`src/rtl/sram_req_bridge_if.sv`:
```
// Request/response handshake bundle between a requester and the SRAM bridge.
// The master modport is the requester side and the slave modport is the bridge side.
interface sram_req_bridge_if;
    logic        req_valid;
    logic        req_ready;
    logic        req_we;
    logic [3:0]  req_be;
    logic [31:0] req_addr;
    logic [31:0] req_wdata;
    logic        rsp_valid;
    logic        rsp_ready;
    logic [31:0] rsp_rdata;
    logic        rsp_err;

    modport master (
        output req_valid, req_we, req_be, req_addr, req_wdata, rsp_ready,
        input  req_ready, rsp_valid, rsp_rdata, rsp_err
    );

    modport slave (
        input  req_valid, req_we, req_be, req_addr, req_wdata, rsp_ready,
        output req_ready, rsp_valid, rsp_rdata, rsp_err
    );
endinterface

```
`src/rtl/sram_req_bridge.sv`:
```
// Valid/ready front end for a 1-cycle-latency single-port word SRAM macro.
// Accepted requests strobe the macro directly; responses queue in order with back-pressure.
module sram_req_bridge #(
    parameter logic [31:0] BASE_ADDR = 32'h0000_0000,
    parameter int unsigned MEM_AW    = 12,
    parameter int unsigned RSP_DEPTH = 3
) (
    input  logic              CLK,
    input  logic              RST,
    sram_req_bridge_if.slave  bus,
    output logic              ram_en,
    output logic [3:0]        ram_we,
    output logic [31:0]       ram_di,
    output logic [MEM_AW-1:0] ram_a,
    input  logic [31:0]       ram_do
);
    localparam int unsigned   PW       = (RSP_DEPTH > 1) ? $clog2(RSP_DEPTH) : 1;
    localparam int unsigned   CW       = $clog2(RSP_DEPTH + 1);
    localparam logic [PW-1:0] LAST_IDX = PW'(RSP_DEPTH - 1);
    localparam logic [CW-1:0] DEPTH_C  = CW'(RSP_DEPTH);

    logic [PW-1:0] wr_ptr, rd_ptr, pend_idx;
    logic [CW-1:0] count;
    logic          pend;
    logic          ent_err  [RSP_DEPTH];
    logic          ent_ok   [RSP_DEPTH];
    logic [31:0]   ent_data [RSP_DEPTH];

    logic err, acc, mem_acc, pop;

    function automatic logic [PW-1:0] bump(input logic [PW-1:0] p);
        return (p == LAST_IDX) ? '0 : p + 1'b1;
    endfunction

    assign err = (bus.req_addr[1:0] != 2'b00)
               | (bus.req_addr[31:MEM_AW+2] != BASE_ADDR[31:MEM_AW+2]);

    // Credit depends only on queue occupancy, never on the response handshake.
    assign bus.req_ready = !RST && (count < DEPTH_C);
    assign acc           = bus.req_valid & bus.req_ready;
    assign mem_acc       = acc & !err;

    assign ram_en = mem_acc;
    assign ram_we = (mem_acc & bus.req_we) ? bus.req_be : 4'h0;
    assign ram_a  = bus.req_addr[MEM_AW+1:2];
    assign ram_di = bus.req_wdata;

    assign bus.rsp_valid = (count != '0) & ent_ok[rd_ptr];
    assign bus.rsp_rdata = bus.rsp_valid ? ent_data[rd_ptr] : 32'h0;
    assign bus.rsp_err   = bus.rsp_valid & ent_err[rd_ptr];
    assign pop           = bus.rsp_valid & bus.rsp_ready;

    always_ff @(posedge CLK or posedge RST) begin
        if (RST) begin
            wr_ptr   <= '0;
            rd_ptr   <= '0;
            pend_idx <= '0;
            count    <= '0;
            pend     <= 1'b0;
            for (int i = 0; i < int'(RSP_DEPTH); i++) begin
                ent_err[i]  <= 1'b0;
                ent_ok[i]   <= 1'b0;
                ent_data[i] <= 32'h0;
            end
        end else begin
            if (acc) begin
                ent_err[wr_ptr]  <= err;
                ent_data[wr_ptr] <= 32'h0;
                ent_ok[wr_ptr]   <= err | bus.req_we;
                wr_ptr           <= bump(wr_ptr);
            end
            // The pending slot is still occupied, so it never aliases the new allocation.
            if (pend) begin
                ent_data[pend_idx] <= ram_do;
                ent_ok[pend_idx]   <= 1'b1;
            end
            pend     <= mem_acc & !bus.req_we;
            pend_idx <= wr_ptr;
            if (pop) begin
                rd_ptr <= bump(rd_ptr);
            end
            if (acc && !pop) begin
                count <= count + 1'b1;
            end else if (!acc && pop) begin
                count <= count - 1'b1;
            end
        end
    end
endmodule

```
`src/flat_wrapper.sv`:
```
// flat-port wrapper written by rule: the top's interface ports become plain ports
module sram_req_bridge_flat 
#(
    parameter logic [31:0] BASE_ADDR = 32'h0000_0000,
    parameter int unsigned MEM_AW    = 12,
    parameter int unsigned RSP_DEPTH = 3
)
  (CLK, RST, ram_en, ram_we, ram_di, ram_a, ram_do, bus_req_valid, bus_req_we, bus_req_be, bus_req_addr, bus_req_wdata, bus_rsp_ready, bus_req_ready, bus_rsp_valid, bus_rsp_rdata, bus_rsp_err);
  sram_req_bridge_if bus_i ();
  input  logic CLK;
  input  logic RST;
  output logic ram_en;
  output logic [3:0] ram_we;
  output logic [31:0] ram_di;
  output logic [MEM_AW-1:0] ram_a;
  input  logic [31:0] ram_do;
  input wire logic [$bits(bus_i.req_valid)-1:0] bus_req_valid;
  input wire logic [$bits(bus_i.req_we)-1:0] bus_req_we;
  input wire logic [$bits(bus_i.req_be)-1:0] bus_req_be;
  input wire logic [$bits(bus_i.req_addr)-1:0] bus_req_addr;
  input wire logic [$bits(bus_i.req_wdata)-1:0] bus_req_wdata;
  input wire logic [$bits(bus_i.rsp_ready)-1:0] bus_rsp_ready;
  output wire logic [$bits(bus_i.req_ready)-1:0] bus_req_ready;
  output wire logic [$bits(bus_i.rsp_valid)-1:0] bus_rsp_valid;
  output wire logic [$bits(bus_i.rsp_rdata)-1:0] bus_rsp_rdata;
  output wire logic [$bits(bus_i.rsp_err)-1:0] bus_rsp_err;
  assign bus_i.req_valid = bus_req_valid;
  assign bus_i.req_we = bus_req_we;
  assign bus_i.req_be = bus_req_be;
  assign bus_i.req_addr = bus_req_addr;
  assign bus_i.req_wdata = bus_req_wdata;
  assign bus_i.rsp_ready = bus_rsp_ready;
  assign bus_req_ready = bus_i.req_ready;
  assign bus_rsp_valid = bus_i.rsp_valid;
  assign bus_rsp_rdata = bus_i.rsp_rdata;
  assign bus_rsp_err = bus_i.rsp_err;
  sram_req_bridge #(.BASE_ADDR(BASE_ADDR), .MEM_AW(MEM_AW), .RSP_DEPTH(RSP_DEPTH)) u_core (.CLK(CLK), .RST(RST), .bus(bus_i), .ram_en(ram_en), .ram_we(ram_we), .ram_di(ram_di), .ram_a(ram_a), .ram_do(ram_do));
endmodule
```
`config.mk`:
```
export PLATFORM = sky130hd
export DESIGN_NAME = sram_req_bridge_flat
export DESIGN_NICKNAME = d
export VERILOG_FILES = /design/src/rtl/sram_req_bridge_if.sv /design/src/rtl/sram_req_bridge.sv /design/src/flat_wrapper.sv
export SDC_FILE = /design/constraint.sdc
export NUM_CORES = 1
export LEC_CHECK = 0
export BUFFER_PORTS_ARGS = -buffer_cell sky130_fd_sc_hd__clkbuf_2
export CAP_MARGIN = 20
export CORE_UTILIZATION = 37
export DETAILED_ROUTE_END_ITERATION = 12
export PLACE_DENSITY_LB_ADDON = 0.15
export SKIP_LAST_GASP = 1
export SLEW_MARGIN = 20
export SYNTH_ARGS = -nofsm -noshare
export SYNTH_HDL_FRONTEND = slang
export SYNTH_SLANG_ARGS = --single-unit
```
`constraint.sdc`:
```
create_clock -name CLK -period 4.1 [get_ports CLK]
set_clock_uncertainty 0.1 [all_clocks]
set_input_delay 0.41 -clock CLK [delete_from_list [all_inputs] [get_ports CLK]]
set_output_delay 0.41 -clock CLK [all_outputs]
set_load 0.02 [all_outputs]
```
======== Word-level counts from Yosys, hierarchy flattened ========
Cells that the tools add are included.
storage, ports and cells
  register bits after elaboration ......... 111
  output and inout port bits .............. 84
operators by class
  add/sub/neg operators ................... 4
  magnitude comparators ................... 6
  eq/ne operators ......................... 2
  multiplexer cells ....................... 30
  bitwise gates (word level) .............. 15
  reduce and logical (&&, ||, !) cells .... 14
operators by type and width
  operator               count
  $mux W96               2
  $mux W32               5
  $demux W32 S2          2
  $and A96 B96 Y96       1
  $bwmux W96             1
  $not A96 Y96           1
  $bmux W32 S2           1
  $reduce_bool A18 Y1    1
  $ge A3 B3 Y1 const B   3
  $not A2 Y3             3
  $mux W2                4
  $and A1 B1 Y1          7
  $add A2 B1 Y2 const B  3
  $bwmux W3              2
  $lt A3 B1 Y1 const B   2
  $mux W1                6
  $mux W3                2
  $reduce_bool A2 Y1     3
  $logic_and A1 B1 Y1    5
  $logic_not A1 Y1       5
  $bmux W1 S2            2
  $demux W1 S2           2
  $eq A2 B2 Y1 const B   2
  $mux W4                1
  other kinds (4)        5

======== Longest topological paths before layout ========
  word-level depth ........................ 10
  gate-level depth with buffers ........... 10

======== Worst setup path before layout ========
OpenSTA, ideal clock, no wires.
  path kind ............................... register to output
  start ................................... register u_core.count[0]
  end ..................................... output ram_we[0]
  arrival time ............................ 1,712 ps
  required time ........................... 3,590 ps
  slack ................................... 1,878 ps
  stages on the path, launching flop included .. 6
  path buffers ............................ 1
  cells stage by stage .................... dfrtp_1 > buf_2 > a21oi_4 > nand2_1 > nor3_2 > and3_1
between the ends
  cells in the longest elaborated chain, start to end .. 6
ends and longest elaborated chain
  what                    RTL line               RTL
  start, declared         sram_req_bridge.sv:23  logic [CW-1:0] count;
  start signal, assigned  sram_req_bridge.sv:83  count <= count + 1'b1;
  start signal, assigned  sram_req_bridge.sv:85  count <= count - 1'b1;
  $lt A2 B2 Y1            sram_req_bridge.sv:39  assign bus.req_ready = !RST && (count < DEPTH_C);
  $logic_and A1 B1 Y1     sram_req_bridge.sv:39
  via bus_req_ready       flat_wrapper.sv:23     output wire logic [$bits(bus_i.req_ready)-1:0] bus_req_ready;
  $and A1 B1 Y1           sram_req_bridge.sv:40  assign acc = bus.req_valid & bus.req_ready;
  $and A1 B1 Y1           sram_req_bridge.sv:41  assign mem_acc = acc & !err;
  via ram_en              flat_wrapper.sv:12     output logic ram_en;
  $and A1 B1 Y1           sram_req_bridge.sv:44  assign ram_we = (mem_acc & bus.req_we) ? bus.req_be : 4'h0;
  $mux W4                 sram_req_bridge.sv:44
  end, declared           flat_wrapper.sv:13     output logic [3:0] ram_we;
The timed path passes the listed nets, and every way through them passes these cells.

======== Worst setup path in the final report ========
  start ................................... register u_core.rd_ptr[1]
  end ..................................... output bus_rsp_rdata[26]
between the ends
  cells in the longest elaborated chain, start to end .. 6
  elaborated cells on any way between the ends .. 9
  classes of those cells .................. 7 x mux; 2 x bitwise
ends and longest elaborated chain
  what                                         RTL line                                      RTL
  start, declared                              sram_req_bridge.sv:22                         logic [PW-1:0] wr_ptr, rd_ptr, pend_idx;
  start signal, assigned                       sram_req_bridge.sv:80                         rd_ptr <= bump(rd_ptr);
  $not A2 Y3 (implied by the code) (*)         sram_req_bridge.sv:48, sram_req_bridge.sv:49
  $bmux W1 S2                                  sram_req_bridge.sv:48                         assign bus.rsp_valid = (count != '0) & ent_ok[rd_ptr];
  $mux W1 (implied by the code) (2 in series)  sram_req_bridge.sv:48
  $and A1 B1 Y1                                sram_req_bridge.sv:48
  $mux W32 (*)                                 sram_req_bridge.sv:49                         assign bus.rsp_rdata = bus.rsp_valid ? ent_data[rd_ptr] : 32'h0;
  end, declared                                flat_wrapper.sv:25                            output wire logic [$bits(bus_i.rsp_rdata)-1:0] bus_rsp_rdata;
Every way passes the cells marked *; elsewhere a longest branch is shown, timed or not. The select of a mux whose other input is x is not followed.

==> results list <==
- Post-synthesis instance area: 0.00528 sq mm
- Before CTS, the worst setup slack after placement is 1.28 ns.
* Worst-path maximum fanout: 18
- TritonCTS built the clock tree.
* Detailed-route vias per instance: 5.50
- After legalization and detailed placement, the total HPWL measured 8.29 mm.
* Setup repair bufs after CTS: 0
* Core outline area: 0.0139 sq mm
- Floorplan die height: 121 microns
- Gates resized, CTS repair: 0
- Count of vias placed by the detailed router: 3,935
- Of the available clock period, the critical path in the final layout requires 0.774.
- Clock-pin slew was measured on the worst setup and hold paths at 0.07 ns.
* Total Die Area: 0.0148 sq mm
- Total global routing track utilization: 0.200
- The routed design uses 6.34 mm of met2 wire.
* Slew at the pin with the worst max-slew slack: 0.989 ns
- Sequential cell fraction of total power: 0.431
* Slowest cell on crit path: sky130_fd_sc_hd__dfrtp_2
- Synthesis instantiated 37 different standard cells from the library.
- In this run the critical register-to-register path is launched from u_core.rd_ptr[1].
* Antenna Nets Post-Route: 0
* Pwr/cell area: 492 mW/mm^2
- For this run, the number of Yosys warnings is 0.
- Kind of critical path: reg2out
- The first global-routing pass estimated 22.0 mm of wire.
- Instance count of the mapped netlist: 486
* Cell type group with the largest total delay on the critical path: buffers and inverters
- Synthesized netlist net count: 592
- Largest voltage drop on the vdd net: 257 uV
- Final critical path time including I/O delays and setup: 3.17 ns
- Root cell of the clock tree: sky130_fd_sc_hd__clkbuf_16
* Hold crit path type: in2async
- Final wirelength: 13.8 mm
- Wire length the detailed router placed on met1: 6.55 mm
- Compared with the post-synthesis result, the final layout area differs by 13.8%.
- After global routing the overflow that remains totals 0.
- Based on the critical path, the design can be clocked at up to 0.315 GHz.
- The number of antenna violations at the first check in global routing is 0.
* Critical Path Max Stage Delay: 0.60 ns
- Fraction of final layout cells sized beyond drive strength 1: 0.262
- Max-cap violation count: 0
* Buf+Inv Stages, Crit Path: 3
- Reg-to-reg slack, setup: 1.45 ns
* Layout Utilization: 0.433
- RSZ-0062 raised after global routing: no
- The endpoint identified for the worst register-to-register timing path is u_core.count[1].
- Headroom to the max-slew limit came out at 0.339.
* Async set-or-reset flop fraction in the synthesized netlist: 1.00
- WL/cell: 19.3 microns
- Worst hold slack: 0.159 ns
- Routability-driven placement finished with a final weighted congestion of 0.766.
* Synthesis-stage register bit count: 111
- The most numerous cell type found on the critical path is sky130_fd_sc_hd__buf_4.
- Sequential share of the synthesized area: 0.526
- Total clock sinks: 111
- Internal power comes to 1.95 mW.
- The number of global-route vias before repair came to 3,969.
- In this run the tool buffered the top-level ports with 100 buffer cells.
- In the final design database the tool counted 636 nets.
- Result of the run: complete, no violations
* Clock power share: 0.330
- The library cells used most frequently in the layout, excluding fill and tap cells, are 110 x sky130_fd_sc_hd__dfrtp_1, 100 x sky130_fd_sc_hd__clkbuf_2, 96 x sky130_fd_sc_hd__a22o_1.
- Number of enable flip-flop cells after synthesis: 0
* Number of iterations in the first detailed-routing pass: 4
- Of the total power, the share spent switching nets is 0.340.
- Setup total negative slack: 0 ns
- Clock tree synthesis inserted a total of 9 buffers.
* Crit path launch type: register
* Met3 routed wirelength: 753 microns
* Fill cells: 1,338
* Diode count: 0
- In this run the deepest clock path goes through 2 buffers.
* Crit path capture type: primary output
- DRC: 0
- Maximum number of pins on one net before global-route repair: 67
- The first routing iteration left 228 violations.
- Initial cell density of the core: 0.380
* Leak pwr: 3.01 nW
- The hold violation count in the final report came to 0.
- Share of power burned in combinational logic: 0.239
* Average cell area after synthesis: 10.9 sq um
- The worst path meets setup with 0.926 ns of slack.
* Number of buffers added to fix hold violations after cts: 0
* Chain of cells forming the critical path: buf_4 -> nor2b_4 -> and2_1 -> o22ai_4 -> buf_4 -> nor2_1 -> clkbuf_2
* Sw Pwr: 1.01 mW
- Required time worst endpoint: 3.59 ns
- Commonest non-fill, non-tap cell in the layout: sky130_fd_sc_hd__dfrtp_1
- Die X: 121 microns
- Max H-tree Level: 3
* Highest routed metal layer: met4
* Count of standard-cell rows: 43
* Total I/O pin count: 189
- Measured in cells, the most critical reg-to-reg path has a length of 10.
* Clock insertion delay at the later pin of the skew report: 0.36 ns
- Final-report setup violation count: 0
* Primary FF master, synth: sky130_fd_sc_hd__dfrtp_1
- For the worst setup path, the data arrival time is 2.66 ns.
- The number of pins with negative max-slew slack in the final report came to 0.
-- synthesized netlist by cell type (2+ instances only) --
library cell               count  area, sq um
sky130_fd_sc_hd__and3_1        4         25.0
sky130_fd_sc_hd__inv_1         4         15.0
sky130_fd_sc_hd__a22o_1       96          841
sky130_fd_sc_hd__o21ai_0       6         30.0
sky130_fd_sc_hd__mux2i_1      34          340
sky130_fd_sc_hd__nor4_1        7         43.8
sky130_fd_sc_hd__dfrtp_1     111         2780
sky130_fd_sc_hd__buf_4        47          353
sky130_fd_sc_hd__buf_1         3         11.3
sky130_fd_sc_hd__a31oi_1       2         12.5
sky130_fd_sc_hd__buf_2        15         75.1
sky130_fd_sc_hd__a22oi_1       2         15.0
sky130_fd_sc_hd__xor2_1        2         17.5
sky130_fd_sc_hd__a21oi_1      33          165
sky130_fd_sc_hd__clkbuf_1     14         52.6
sky130_fd_sc_hd__nand2_1      10         37.5
sky130_fd_sc_hd__nor3_1        2         10.0
sky130_fd_sc_hd__nor2_1       74          278
sky130_fd_sc_hd__nand3_1       2         10.0
-- through the flow --
stage | power (mW) | std cells | area, sq um
2_1_floorplan | 1.79 | 486 | 5280
3_3_place_gp | 1.99 | 698 | 5660
3_5_place_dp | 2.01 | 698 | 5660
4_1_cts | 2.99 | 714 | 6000
5_1_grt | 3.10 | 715 | 6010
6_report | 2.96 | 715 | 6010
-- final cells by class --
class	count	area [sq um]	share of cell area
clock inverters	4	77.6	0.0129
clock buffers	12	256	0.0427
flip-flops and latches	111	2780	0.462
repair buffers	112	598	0.0995
multi-input cells	292	2060	0.342
inverters	4	17.5	0.00291
well taps	180	225	0.0375
-- registers in the layout, summed over array words and instances (netlist names) --
register and flops:
u_core.pend 1, u_core.ent_data 96, u_core.rd_ptr 2, u_core.wr_ptr 2
u_core.ent_ok 3, u_core.pend_idx 2, u_core.ent_err 3, u_core.count 2
-- power groups by stage --
stage | Sequential [mW] | Combinational [mW] | Clock (mW)
2_1_floorplan | 1.20 | 0.585 | 0
5_1_grt | 1.28 | 0.765 | 1.05
6_report | 1.27 | 0.708 | 0.975
3_5_place_dp | 1.29 | 0.712 | 0
4_1_cts | 1.27 | 0.713 | 1.00
3_3_place_gp | 1.29 | 0.697 | 0
-- worst max-delay path by stage --
stage / from / slack [ns] / end / depth (start not counted)
after floorplan: RST / 0.66 / u_core.count[0] / 1
after global placement: u_core.rd_ptr[1] / 1.38 / bus_rsp_rdata[26] / 7
after detailed placement: u_core.rd_ptr[1] / 1.28 / bus_rsp_rdata[26] / 7
after CTS: u_core.rd_ptr[1] / 0.88 / bus_rsp_rdata[26] / 7
after global routing: u_core.rd_ptr[1] / 0.76 / bus_rsp_rdata[26] / 7
final: u_core.rd_ptr[1] / 0.93 / bus_rsp_rdata[26] / 7
-- kinds of logic after synthesis --
| group | count (synthesis) | share of synthesized area |
|---|---|---|
| AO/OA/AOI/OAI | 145 | 0.214 |
| AND/OR/NAND/NOR | 109 | 0.0919 |
| buffers and inverters | 83 | 0.0959 |
| multiplexers | 34 | 0.0644 |
| XOR/XNOR | 3 | 0.00498 |
| flip-flops | 111 | 0.526 |
| adder cells (fa/ha/maj) | 1 | 0.00237 |
-- per-layer routing --
metal,vias to the layer above,global-route usage
met2,115,0.300
met4,0,0.0563
met3,28,0.0508
met1,1992,0.283
met5,-,0
li1,1800,-
Note: power is estimated with default switching activity, not from simulation.
